$ cat config.mk
export PLATFORM = sky130hd
export DESIGN_NAME = instr_fetch_unit
export DESIGN_NICKNAME = d
export VERILOG_FILES = /design/src/rtl/instr_fetch_unit.sv
export SDC_FILE = /design/constraint.sdc
export NUM_CORES = 1
export LEC_CHECK = 0
export ABC_AREA = 1
export BUFFER_PORTS_ARGS = -buffer_cell sky130_fd_sc_hd__buf_2
export CELL_PAD_IN_SITES_DETAIL_PLACEMENT = 1
export CELL_PAD_IN_SITES_GLOBAL_PLACEMENT = 2
export CORE_MARGIN = 2
export CORE_UTILIZATION = 37
export CTS_CLUSTER_SIZE = 8
export DETAILED_ROUTE_END_ITERATION = 12
export PLACE_DENSITY_LB_ADDON = 0.08
export SYNTH_ARGS = -nofsm -noshare
export SYNTH_HDL_FRONTEND = slang
export SYNTH_SLANG_ARGS = --single-unit
$ cat constraint.sdc
create_clock -name clk_i -period 4 [get_ports clk_i]
set_input_delay 0.2 -clock clk_i [delete_from_list [all_inputs] [get_ports clk_i]]
set_output_delay 0.2 -clock clk_i [all_outputs]
set_load 0.03 [all_outputs]
$ cat src/rtl/instr_fetch_unit.sv
// Instruction fetch unit: owns the fetch PC, issues pipelined ROM reads and
// buffers returned words in a prefetch FIFO that decode drains via valid/ready.
module instr_fetch_unit #(
  parameter int                ADDR_W   = 24,
  parameter int                INSTR_W  = 24,
  parameter int                DEPTH    = 4,
  parameter int                ROM_LAT  = 1,
  parameter int                PC_STEP  = 2,
  parameter logic [ADDR_W-1:0] RESET_PC = '0
) (
  input  logic               clk_i,
  input  logic               rst_ni,
  input  logic               pcload_i,
  input  logic [ADDR_W-1:0]  pcload_addr_i,
  output logic               rom_req_o,
  output logic [ADDR_W-1:0]  rom_addr_o,
  input  logic [INSTR_W-1:0] rom_instr_i,
  output logic               instr_valid_o,
  input  logic               instr_ready_i,
  output logic [INSTR_W-1:0] instr_o,
  output logic [ADDR_W-1:0]  instr_pc_o
);

  localparam int PTR_W = $clog2(DEPTH);
  localparam int CNT_W = $clog2(DEPTH + 1);
  localparam int SUM_W = CNT_W + 3;

  logic [ADDR_W-1:0]  r_fetchPc;
  logic [ROM_LAT-1:0] r_pipeValid;
  logic [ADDR_W-1:0]  r_pipePc [ROM_LAT];
  logic [INSTR_W-1:0] r_fifoInstr [DEPTH];
  logic [ADDR_W-1:0]  r_fifoPc [DEPTH];
  logic [PTR_W-1:0]   r_wrPtr;
  logic [PTR_W-1:0]   r_rdPtr;
  logic [CNT_W-1:0]   r_count;

  logic               w_valid;
  logic               w_pop;
  logic               w_push;
  logic               w_req;
  logic [SUM_W-1:0]   w_inflight;
  logic [SUM_W-1:0]   w_used;
  logic [SUM_W-1:0]   w_limit;
  logic [ROM_LAT-1:0] w_pipeValidNext;
  logic [CNT_W-1:0]   w_countNext;

  always_comb begin
    w_inflight = '0;
    for (int i = 0; i < ROM_LAT; i++) begin
      w_inflight = w_inflight + SUM_W'(r_pipeValid[i]);
    end
  end

  assign w_valid = (r_count != '0);
  assign w_pop   = w_valid && instr_ready_i;
  assign w_push  = r_pipeValid[ROM_LAT-1];

  // A slot is claimed at request time, so buffered plus in-flight words never exceed DEPTH.
  assign w_used  = SUM_W'(r_count) + w_inflight;
  assign w_limit = SUM_W'(DEPTH) + SUM_W'(w_pop);
  assign w_req   = rst_ni && !pcload_i && (w_used < w_limit);

  assign w_pipeValidNext = ROM_LAT'({r_pipeValid, w_req});
  assign w_countNext     = r_count + CNT_W'(w_push) - CNT_W'(w_pop);

  always_ff @(posedge clk_i) begin
    if (!rst_ni) begin
      r_fetchPc   <= RESET_PC;
      r_pipeValid <= '0;
      r_count     <= '0;
      r_wrPtr     <= '0;
      r_rdPtr     <= '0;
    end else if (pcload_i) begin
      r_fetchPc   <= pcload_addr_i;
      r_pipeValid <= '0;
      r_count     <= '0;
      r_wrPtr     <= '0;
      r_rdPtr     <= '0;
    end else begin
      if (w_req) begin
        r_fetchPc <= r_fetchPc + ADDR_W'(PC_STEP);
      end
      r_pipeValid <= w_pipeValidNext;
      r_count     <= w_countNext;
      if (w_push) begin
        r_wrPtr <= r_wrPtr + PTR_W'(1);
      end
      if (w_pop) begin
        r_rdPtr <= r_rdPtr + PTR_W'(1);
      end
    end
  end

  // Data-only storage; its contents only matter where the valid bits say so.
  always_ff @(posedge clk_i) begin
    r_pipePc[0] <= r_fetchPc;
    for (int i = 1; i < ROM_LAT; i++) begin
      r_pipePc[i] <= r_pipePc[i-1];
    end
    if (w_push && rst_ni && !pcload_i) begin
      r_fifoInstr[r_wrPtr] <= rom_instr_i;
      r_fifoPc[r_wrPtr]    <= r_pipePc[ROM_LAT-1];
    end
  end

  assign rom_req_o     = w_req;
  assign rom_addr_o    = w_req ? r_fetchPc : '0;
  assign instr_valid_o = w_valid;
  assign instr_o       = w_valid ? r_fifoInstr[r_rdPtr] : '0;
  assign instr_pc_o    = w_valid ? r_fifoPc[r_rdPtr] : '0;

endmodule

==> results of run 1 <==
worst min-delay path, stage by stage:
cell     delay, ns
buf_2         0.08
nand2_1       0.05
nand3_1       0.07
nand2_1       0.04
inv_1         0.04
synthesized netlist by cell type, types with 2 or more instances:
| master | n |
|---|---|
| nor2_1 | 255 |
| edfxtp_1 | 192 |
| nand2_1 | 106 |
| o21ai_0 | 104 |
| a21oi_1 | 67 |
| inv_1 | 65 |
| dfxtp_1 | 58 |
| nand3_1 | 45 |
| clkbuf_1 | 27 |
| buf_2 | 14 |
| ha_1 | 10 |
| xor2_1 | 7 |
| buf_1 | 6 |
| nand4_1 | 6 |
| inv_2 | 4 |
| buf_6 | 3 |
| nor2_2 | 3 |
| nor3b_1 | 3 |
| a21boi_0 | 2 |
| nand2_2 | 2 |
| o21a_1 | 2 |
state kept, by name, indices dropped and copies added (netlist names), named ones only:
register     cells
r_pipeValid      1
r_pipePc        24
r_rdPtr          2
r_wrPtr          2
r_fetchPc       24
r_fifoPc        96
r_count          3
r_fifoInstr     96
stage by stage:
stage / hold WS (ns) / total power (W) / setup WS [ns] / std cells / utilization [%]
3_3_place_gp: 0.3401 / 0.003469 / 1.321 / 1445 / 41.35
5_1_grt: 0.02592 / 0.006359 / 0.6423 / 1522 / 45.97
6_report: 0.01329 / 0.006125 / 0.8831 / 1522 / 45.97
4_1_cts: 0.002549 / 0.006205 / 0.8358 / 1522 / 45.97
3_5_place_dp: 0.3518 / 0.003475 / 1.275 / 1445 / 41.35
2_1_floorplan: 0.2989 / 0.003277 / 0.7483 / 989 / -
path summary, 6_finish.rpt:
kind                          start        endpoint  slack [ns]  cells past startpoint
hold / removal    pcload_addr_i[13]   r_fetchPc[13]        0.01                      5
setup reg to reg        r_pipeValid    r_fetchPc[9]        1.59                      9
hold reg to reg        r_fetchPc[0]  r_pipePc[0][0]        0.36                      0
setup / recovery          flip-flop     instr_o[14]        0.88                      5
what timing repair did:
action | in CTS | in global routing
hold buffers | 26 | 0
hold endpoints to repair | 98 | 0
gates resized for setup | 0 | 0
endpoints found under the setup margin | 0 | 0
kinds of logic (layout without fill, tap and decap cells):
family                   after synthesis  after routing  synth area share (%)
flip-flops                           250            250                 67.64
AO/OA/AOI/OAI                        178            178                 8.859
buffers and inverters                119            280                 4.753
XOR/XNOR                               8              8                0.6843
adder cells (fa/ha/maj)               11             11                 1.417
AND/OR/NAND/NOR                      423            423                 16.64
cell type report:
| type | instances | area share, % |
|---|---|---|
| well taps | 372 | 3.736 |
| flip-flops and latches | 250 | 55.63 |
| clock buffers | 48 | 7.763 |
| clock inverters | 3 | 0.2109 |
| inverters | 69 | 2.079 |
| multi-input cells | 620 | 22.93 |
| repair buffers | 160 | 7.652 |
power by group:
group	internal (W)	total, W	switching [W]
sequential	0.00285	0.00292	0.0000638
combinational	0.000149	0.000519	0.000371
clock	0.00167	0.00269	0.00102
routing by layer:
layer | vias to the layer above | GRT usage (%) | wire, um
met5 | - | 0 | 0
met4 | 0 | 5.128 | 553
met3 | 47 | 3.256 | 1139
met2 | 169 | 30.24 | 12030
met1 | 3480 | 25.09 | 12330
li1 | 3617 | - | -
==> results.toml, run 1 <==
[yosys]
synth_nets = 1052
yosysUniqueCellTypes = 29
synth_area_mm2 = 0.01024
synth.avg_cell_area_um2 = 10.35
yosysTopAreaCell = "edfxtp_1"
ys_seq_area_share_pct = 67.64
synth_edf_count = 192
synthTopCellsByArea = "edfxtp_1 56%, dfxtp_1 11%, nor2_1 9.3%"
syn_inst = 989
yosysTopAreaCellShare_pct = 56.30
yosysWarnings = 0
yosys_most_used_dff = "edfxtp_1"
async_flop_share_pct = 0
synth-seq-cells = 250

[detailed_routing]
ant_nets = 0
wl_per_cell_um = 17.12
dr_total_vias = 7313
drt-total-wl_mm = 26.05
route.detailed.drc = 0
drt_iter0_markers = 304
drt-vias-per-instance = 4.805
dr.pass1.iters = 4

[finish]
syn_to_final_growth_pct = 21.68
fillers = 3012
diodes = 0
final_cell_mix = "251 x nor2_1, 192 x edfxtp_1, 125 x buf_2, 106 x nand2_1, 104 x o21ai_0"
final_net_count = 1201
multi_input_area_mm2 = 0.002856
final_common_cell = "nor2_1"
layout-drive-gt1-share_pct = 16.96
stdcell_area_mm2 = 0.01246
seq_area_mm2 = 0.006932

[floorplan]
die_width_um = 170.4
dieArea_mm2 = 0.02902
initial_core_util_pct = 37.78
ios = 126
rows = 60
die_h_um = 170.4
coreArea_mm2 = 0.02710

[timing]
hold_viol_final = 0
slew_headroom_pct = 25.86
rsz0062_at_grt = "no"
drv_slew = 0
tightestPinTransition_ns = 1.110
fmax_ghz = 0.3208
finalClockSkew_ns = 0.01337
fin_tns_setup_ns = 0
finalSetupViolCount = 0
period_needed_ns = 3.117
finalCritPeriodShare_pct = 77.92

[clock_network]
clkSlewWorstSetupHoldPaths_ns = 0.05
clk_latency_ns = 0.50
cts_buffer_depth = 3
numClockSinks = 250
postCtsSetupRepairBufs = 0
cts_root_buffer = "clkbuf_16"
numCtsBuffers = 37
cts_tree = "done"
htreeDepth = 2

[global_routing]
grt_pass1_wl_mm = 41.51
grt.total_usage_pct = 18.39
grt_max_degree = 60
grt_pass1_vias = 7610
antenna_found_initial = 0
overflow = 0

[power]
ir_worst_vdd_v = 0.0002142
p_per_area_mw_per_mm2 = 491.6
p_leak_nw = 4.816

[setup_path]
critical_path_class = "flip-flop to output pin"
critPathLaunchType = "flip-flop"
crit_path_top_delay_cell = "inv_2"
max_stage_delay_ns = 0.76
cp-end-kind = "output pin"
worstPathArrival_ns = 2.92
path_buf_inv = 3
worstPathCellList = "inv_2 -> buf_4 -> o21ai_0 -> a21oi_1 -> buf_2"
cp.required_ns = 3.80
crit_path_max_fanout = 59
cpLargestDelayFamily = "buffers and inverters"

[place]
gp_congestion = 0.7483
placed_area_mm2 = 0.01121
io_buffer_count = 125
detailed_place_hpwl_mm = 15.69

[flow_run]
max_cap_violations = 0

[hold_path]
min_path_type = "primary input to flip-flop"

[run_status]
status = "finished clean"
Note: power is estimated with default switching activity, not from simulation.
==> run 2: changes to the inputs <==
==> constraint.sdc (replaced) <==
create_clock -name clk_i -period 3 [get_ports clk_i]
set_input_delay 0.15 -clock clk_i [delete_from_list [all_inputs] [get_ports clk_i]]
set_output_delay 0.15 -clock clk_i [all_outputs]
set_load 0.03 [all_outputs]
==> run 2 against run 1 <==
  * Register-to-register slack got worse by 0.72 ns
  * Critical path depth rose by 4
  * Sequential power rose by 33%
  * First-iteration DRC count rose by 31%
  * Via count up 2.4%
  * Die area unchanged
  * Count of clock-buffer cells in the layout increased by 11
  * Setup slack got worse by 0.47 ns
  * Combinational power increased by 40%
  * Clock power is 45% higher
  * Flip-flop and latch count unchanged
  * Total power rose by 39%
  * Critical endpoint is now rom_addr_o[12]
==> results.toml, run 2 (same netlist as run 1, synthesis figures left out) <==
[run_status]
status = "finished clean"

[setup_path]
reg2reg_slack_ns = 0.87
r2r_cells = 12
critPathLaunchType = "flip-flop"
critical_path_class = "flip-flop to output pin"
cp-end-kind = "output pin"
cp.required_ns = 2.85
worstPathArrival_ns = 2.44
crit_end = "rom_addr_o[12]"
rr_endpoint = "r_fetchPc[11]"
r2r_start = "r_pipeValid"
crit_path_max_fanout = 16
critPathLaunch = "r_pipeValid"

[floorplan]
rows = 60
die_h_um = 170.4
dieArea_mm2 = 0.02902
ios = 126
initial_core_util_pct = 37.78
coreArea_mm2 = 0.02710
die_width_um = 170.4

[timing]
period_needed_ns = 2.588
drv_slew = 0
rsz0062_at_grt = "no"
slew_headroom_pct = 55.28
tightestPinTransition_ns = 0.6708
finalClockSkew_ns = 0.01923
hold_viol_final = 0
finalSetupViolCount = 0
whs_ns = 0.01314
finalCritPeriodShare_pct = 86.26
fmax_ghz = 0.3864
worst_slack_ns = 0.4123

[place]
dp_slack_ns = 0.8530
detailed_place_hpwl_mm = 16.01
dpl.cell_count = 1454
io_buffer_count = 125
gp_congestion = 0.7392

[clock_network]
clk_latency_ns = 0.51
numClockSinks = 250
htreeDepth = 2
clkSlewWorstSetupHoldPaths_ns = 0.05
cts_root_buffer = "clkbuf_16"
cts_buffer_depth = 3
cts_tree = "done"
numCtsBuffers = 37
postCtsSetupRepairBufs = 0

[detailed_routing]
route.detailed.drc = 0
ant_nets = 0
drt-vias-per-instance = 4.816
drt-total-wl_mm = 26.49
dr_total_vias = 7489
dr.pass1.iters = 4
wl_per_cell_um = 17.03
drt_iter0_markers = 398

[finish]
final_common_cell = "nor2_1"
top_regs = "r_fifoInstr: 96 flops, r_fifoPc: 96 flops"
seq_area_mm2 = 0.006932
multi_input_area_mm2 = 0.002856
diodes = 0
final_cell_mix = "251 x nor2_1, 192 x edfxtp_1, 125 x buf_2, 106 x nand2_1, 104 x o21ai_0"
fillers = 3056
fin_cells = 1555
layout-drive-gt1-share_pct = 17.41
final_net_count = 1224
syn_to_final_growth_pct = 25.48
final_util_pct = 47.41

[power]
p_leak_nw = 4.981
ir_worst_vdd_v = 0.0003050
p_per_area_mw_per_mm2 = 661.6
finalPower_w = 0.008500

[global_routing]
grt_pass1_wl_mm = 41.83
grt.total_usage_pct = 18.56
overflow = 0
grt_pass1_vias = 7641
grt_max_degree = 75
antenna_found_initial = 0

[flow_run]
max_cap_violations = 0

[hold_path]
min_path_type = "primary input to flip-flop"
## run 2: cell types whose count changed in the layout (fill, tap and decap cells not counted)
cell,delta
buf_12,+6
buf_4,+3
bufinv_16,+1
clkbuf_1,+8
clkbuf_16,+2
clkbuf_8,+1
clkinv_4,-1
dlygate4sd3_1,+14
inv_6,-1
## run 2: critical path: stages (launching register included)
cell and delay (ns):
dfxtp_1 0.35, ha_1 0.24, ha_1 0.27, nor2_1 0.09, nand3_1 0.08, nand2_1 0.08
nand2_2 0.22, buf_4 0.28, nor2_1 0.11, buf_2 0.21
## run 2: worst min-delay path by stage
stage          cells after the start            start            endpoint  slack (ns)
2_1_floorplan                      0   rom_instr_i[0]   r_fifoInstr[0][0]        0.25
3_3_place_gp                       1   rom_instr_i[7]   r_fifoInstr[3][7]        0.37
3_5_place_dp                       1  rom_instr_i[11]  r_fifoInstr[3][11]        0.37
4_1_cts                            3           rst_ni       r_fetchPc[15]      0.0008
5_1_grt                            3           rst_ni       r_fetchPc[12]        0.03
6_report                           3           rst_ni       r_fetchPc[15]        0.01
## run 2: metrics by stage
step	setup TNS [ns]	cell area, um^2
after CTS	0	12850
after detailed placement	0	11350
after global placement	0	11350
final	0	12850
after floorplan	-38.73	10240
after global routing	0	12850
## run 2: what timing repair did
action	4_1_cts	5_1_grt
hold buffers	40	0
endpoints found under the hold margin	112	0
endpoints found under the setup margin	0	0
gates resized for setup	0	0
## run 2: report_power, final
part	total [W]	internal, W	switching, W
Sequential	0.00388	0.00380	0.0000776
Clock	0.00389	0.00248	0.00141
Combinational	0.000727	0.000224	0.000504
## run 2: layout make-up
cell class | count | area share, %
sequential | 250 | 53.95
multi-input combinational | 620 | 22.23
timing repair buffer | 183 | 9.621
clock buffer | 59 | 8.258
tap | 372 | 3.623
inverter | 69 | 2.016
clock inverter | 2 | 0.3019
## run 2: layer usage
metal | wire [um] | share of wire [%] | vias to the layer above | global-route usage (%)
met4 | 433 | 1.6 | 0 | 5.277
met1 | 12070 | 46 | 3617 | 23.90
met5 | 0 | 0 | - | 0
li1 | - | - | 3683 | -
met3 | 989 | 3.7 | 31 | 2.837
met2 | 12990 | 49 | 158 | 32.48
==> run 3: changes to the inputs <==
==> constraint.sdc (replaced) <==
create_clock -name clk_i -period 3 [get_ports clk_i]
set_input_delay 0.3 -clock clk_i [delete_from_list [all_inputs] [get_ports clk_i]]
set_output_delay 0.3 -clock clk_i [all_outputs]
set_load 0.03 [all_outputs]
==> run 3 against run 2 <==
  * Non-clock buffer count down 39
  * First-iteration DRC count fell by 0.50%
  * Register-to-register slack improved by 0.02 ns
  * Critical path depth shrank 1
  * Die area did not move
  * Total power decreased by 3.6%
  * Flip-flop and latch count unchanged
  * Largest power group is now sequential cells
==> results.toml, run 3 (same netlist as run 1, synthesis figures left out) <==
[global_routing]
grt_max_degree = 53
overflow = 0
grt_pass1_wl_mm = 41.30
grt_pass1_vias = 7497
antenna_found_initial = 0
grt.total_usage_pct = 18.45

[finish]
final_cell_mix = "251 x nor2_1, 192 x edfxtp_1, 125 x buf_2, 106 x nand2_1, 104 x o21ai_0"
top_regs = "r_fifoInstr: 96 flops, r_fifoPc: 96 flops"
final_common_cell = "nor2_1"
final_util_pct = 45.62
layout-drive-gt1-share_pct = 17.79
syn_to_final_growth_pct = 20.75
diodes = 0
final_net_count = 1185

[floorplan]
ios = 126
dieArea_mm2 = 0.02902
die_width_um = 170.4
initial_core_util_pct = 37.78
rows = 60
die_h_um = 170.4
coreArea_mm2 = 0.02710

[power]
p_per_area_mw_per_mm2 = 662.8
ir_worst_vdd_v = 0.0002704
finalPower_w = 0.008195
p_leak_nw = 4.782

[timing]
tightestPinTransition_ns = 0.6467
finalClockSkew_ns = 0.01190
finalCritPeriodShare_pct = 91.45
period_needed_ns = 2.743
finalSetupViolCount = 0
rsz0062_at_grt = "no"
drv_slew = 0
hold_viol_final = 0
fmax_ghz = 0.3645
slew_headroom_pct = 56.84

[place]
gp_congestion = 0.7394
detailed_place_hpwl_mm = 16.49
io_buffer_count = 125

[clock_network]
cts_root_buffer = "clkbuf_16"
clk_latency_ns = 0.49
hold_buffers = 0
post_cts_resized = 0
cts_tree = "done"
numClockSinks = 250
htreeDepth = 2
clkSlewWorstSetupHoldPaths_ns = 0.05
cts_buffer_depth = 3
postCtsSetupRepairBufs = 0
numCtsBuffers = 37

[setup_path]
cpLargestDelayFamily = "buffers and inverters"
cp.required_ns = 2.70
max_stage_delay_ns = 0.34
crit_path_max_fanout = 15
worstPathArrival_ns = 2.44
cp-end-kind = "output pin"
crit_path_top_delay_cell = "dfxtp_1"
critical_path_class = "flip-flop to output pin"
crit_top_cell = "ha_1"
worstPathCellList = "ha_1 -> ha_1 -> nor2_1 -> nand3_1 -> nand2_1 -> nand2_2 -> inv_2 -> buf_2"
critPathLaunchType = "flip-flop"
path_buf_inv = 2

[detailed_routing]
dr_total_vias = 7291
drt_iter0_markers = 396
dr.pass1.iters = 4
route.detailed.drc = 0
wl_per_cell_um = 17.38
drt-total-wl_mm = 26.30
ant_nets = 0
drt-vias-per-instance = 4.819

[hold_path]
min_path_type = "primary input to flip-flop"

[run_status]
status = "finished clean"

[flow_run]
max_cap_violations = 0
## run 3: cell types whose count changed in the layout (fill, tap and decap cells not counted)
cell | previous run | this run
clkbuf_1 | 19 | 20
bufinv_16 | 1 | 0
dlygate4sd3_1 | 40 | 0
inv_6 | 1 | 0
buf_4 | 12 | 13
clkinvlp_4 | 0 | 1
clkbuf_8 | 1 | 0
clkbuf_16 | 39 | 37
## run 3: where the power goes
part	total (W)	switching [W]	internal, W
logic	0.000696	0.000500	0.000195
registers	0.00388	0.0000776	0.00380
clock network	0.00362	0.00136	0.00226
total	0.00820	0.00194	0.00626
## run 3: path summary, 6_finish.rpt
kind / startpoint / endpoint / slack, ns / cells after the start
worst max-delay path: r_pipeValid / rom_req_o / 0.26 / 8
worst min-delay path: rom_instr_i[6] / r_fifoInstr[2][6] / 0.03 / 1
worst max register to register: r_pipeValid / r_fetchPc[9] / 0.89 / 11
worst min register to register: r_fetchPc[23] / r_pipePc[0][23] / 0.41 / 0
## run 3: per-layer routing
metal  GRT usage (%)  routed length, um
met5               0                  0
met3           3.535               1219
met4           4.645                432
met2           32.04              12740
met1           23.75              11910
## run 3: area by class of cell
class / count / area (um^2)
Multi-Input combinational cell: 620 / 2856
Timing Repair Buffer: 144 / 843.3
Inverter: 69 / 259.0
Clock buffer: 57 / 1001
Sequential cell: 250 / 6932
Tap cell: 372 / 465.4
Clock inverter: 1 / 7.507
Fill cell: 3012 / 14740
## run 3: stage by stage
stage	instance area, um^2	hold WS [ns]	setup TNS [ns]	setup WS (ns)	instances
2_1_floorplan	10240	0.3290	-67.53	-0.3517	989
3_3_place_gp	11360	0.3973	0	0.7751	1455
3_5_place_dp	11360	0.3924	0	0.7245	1455
4_1_cts	12360	0.01204	0	0.1912	1513
5_1_grt	12360	0.02199	0	0.01164	1513
6_report	12360	0.03309	0	0.2566	1513
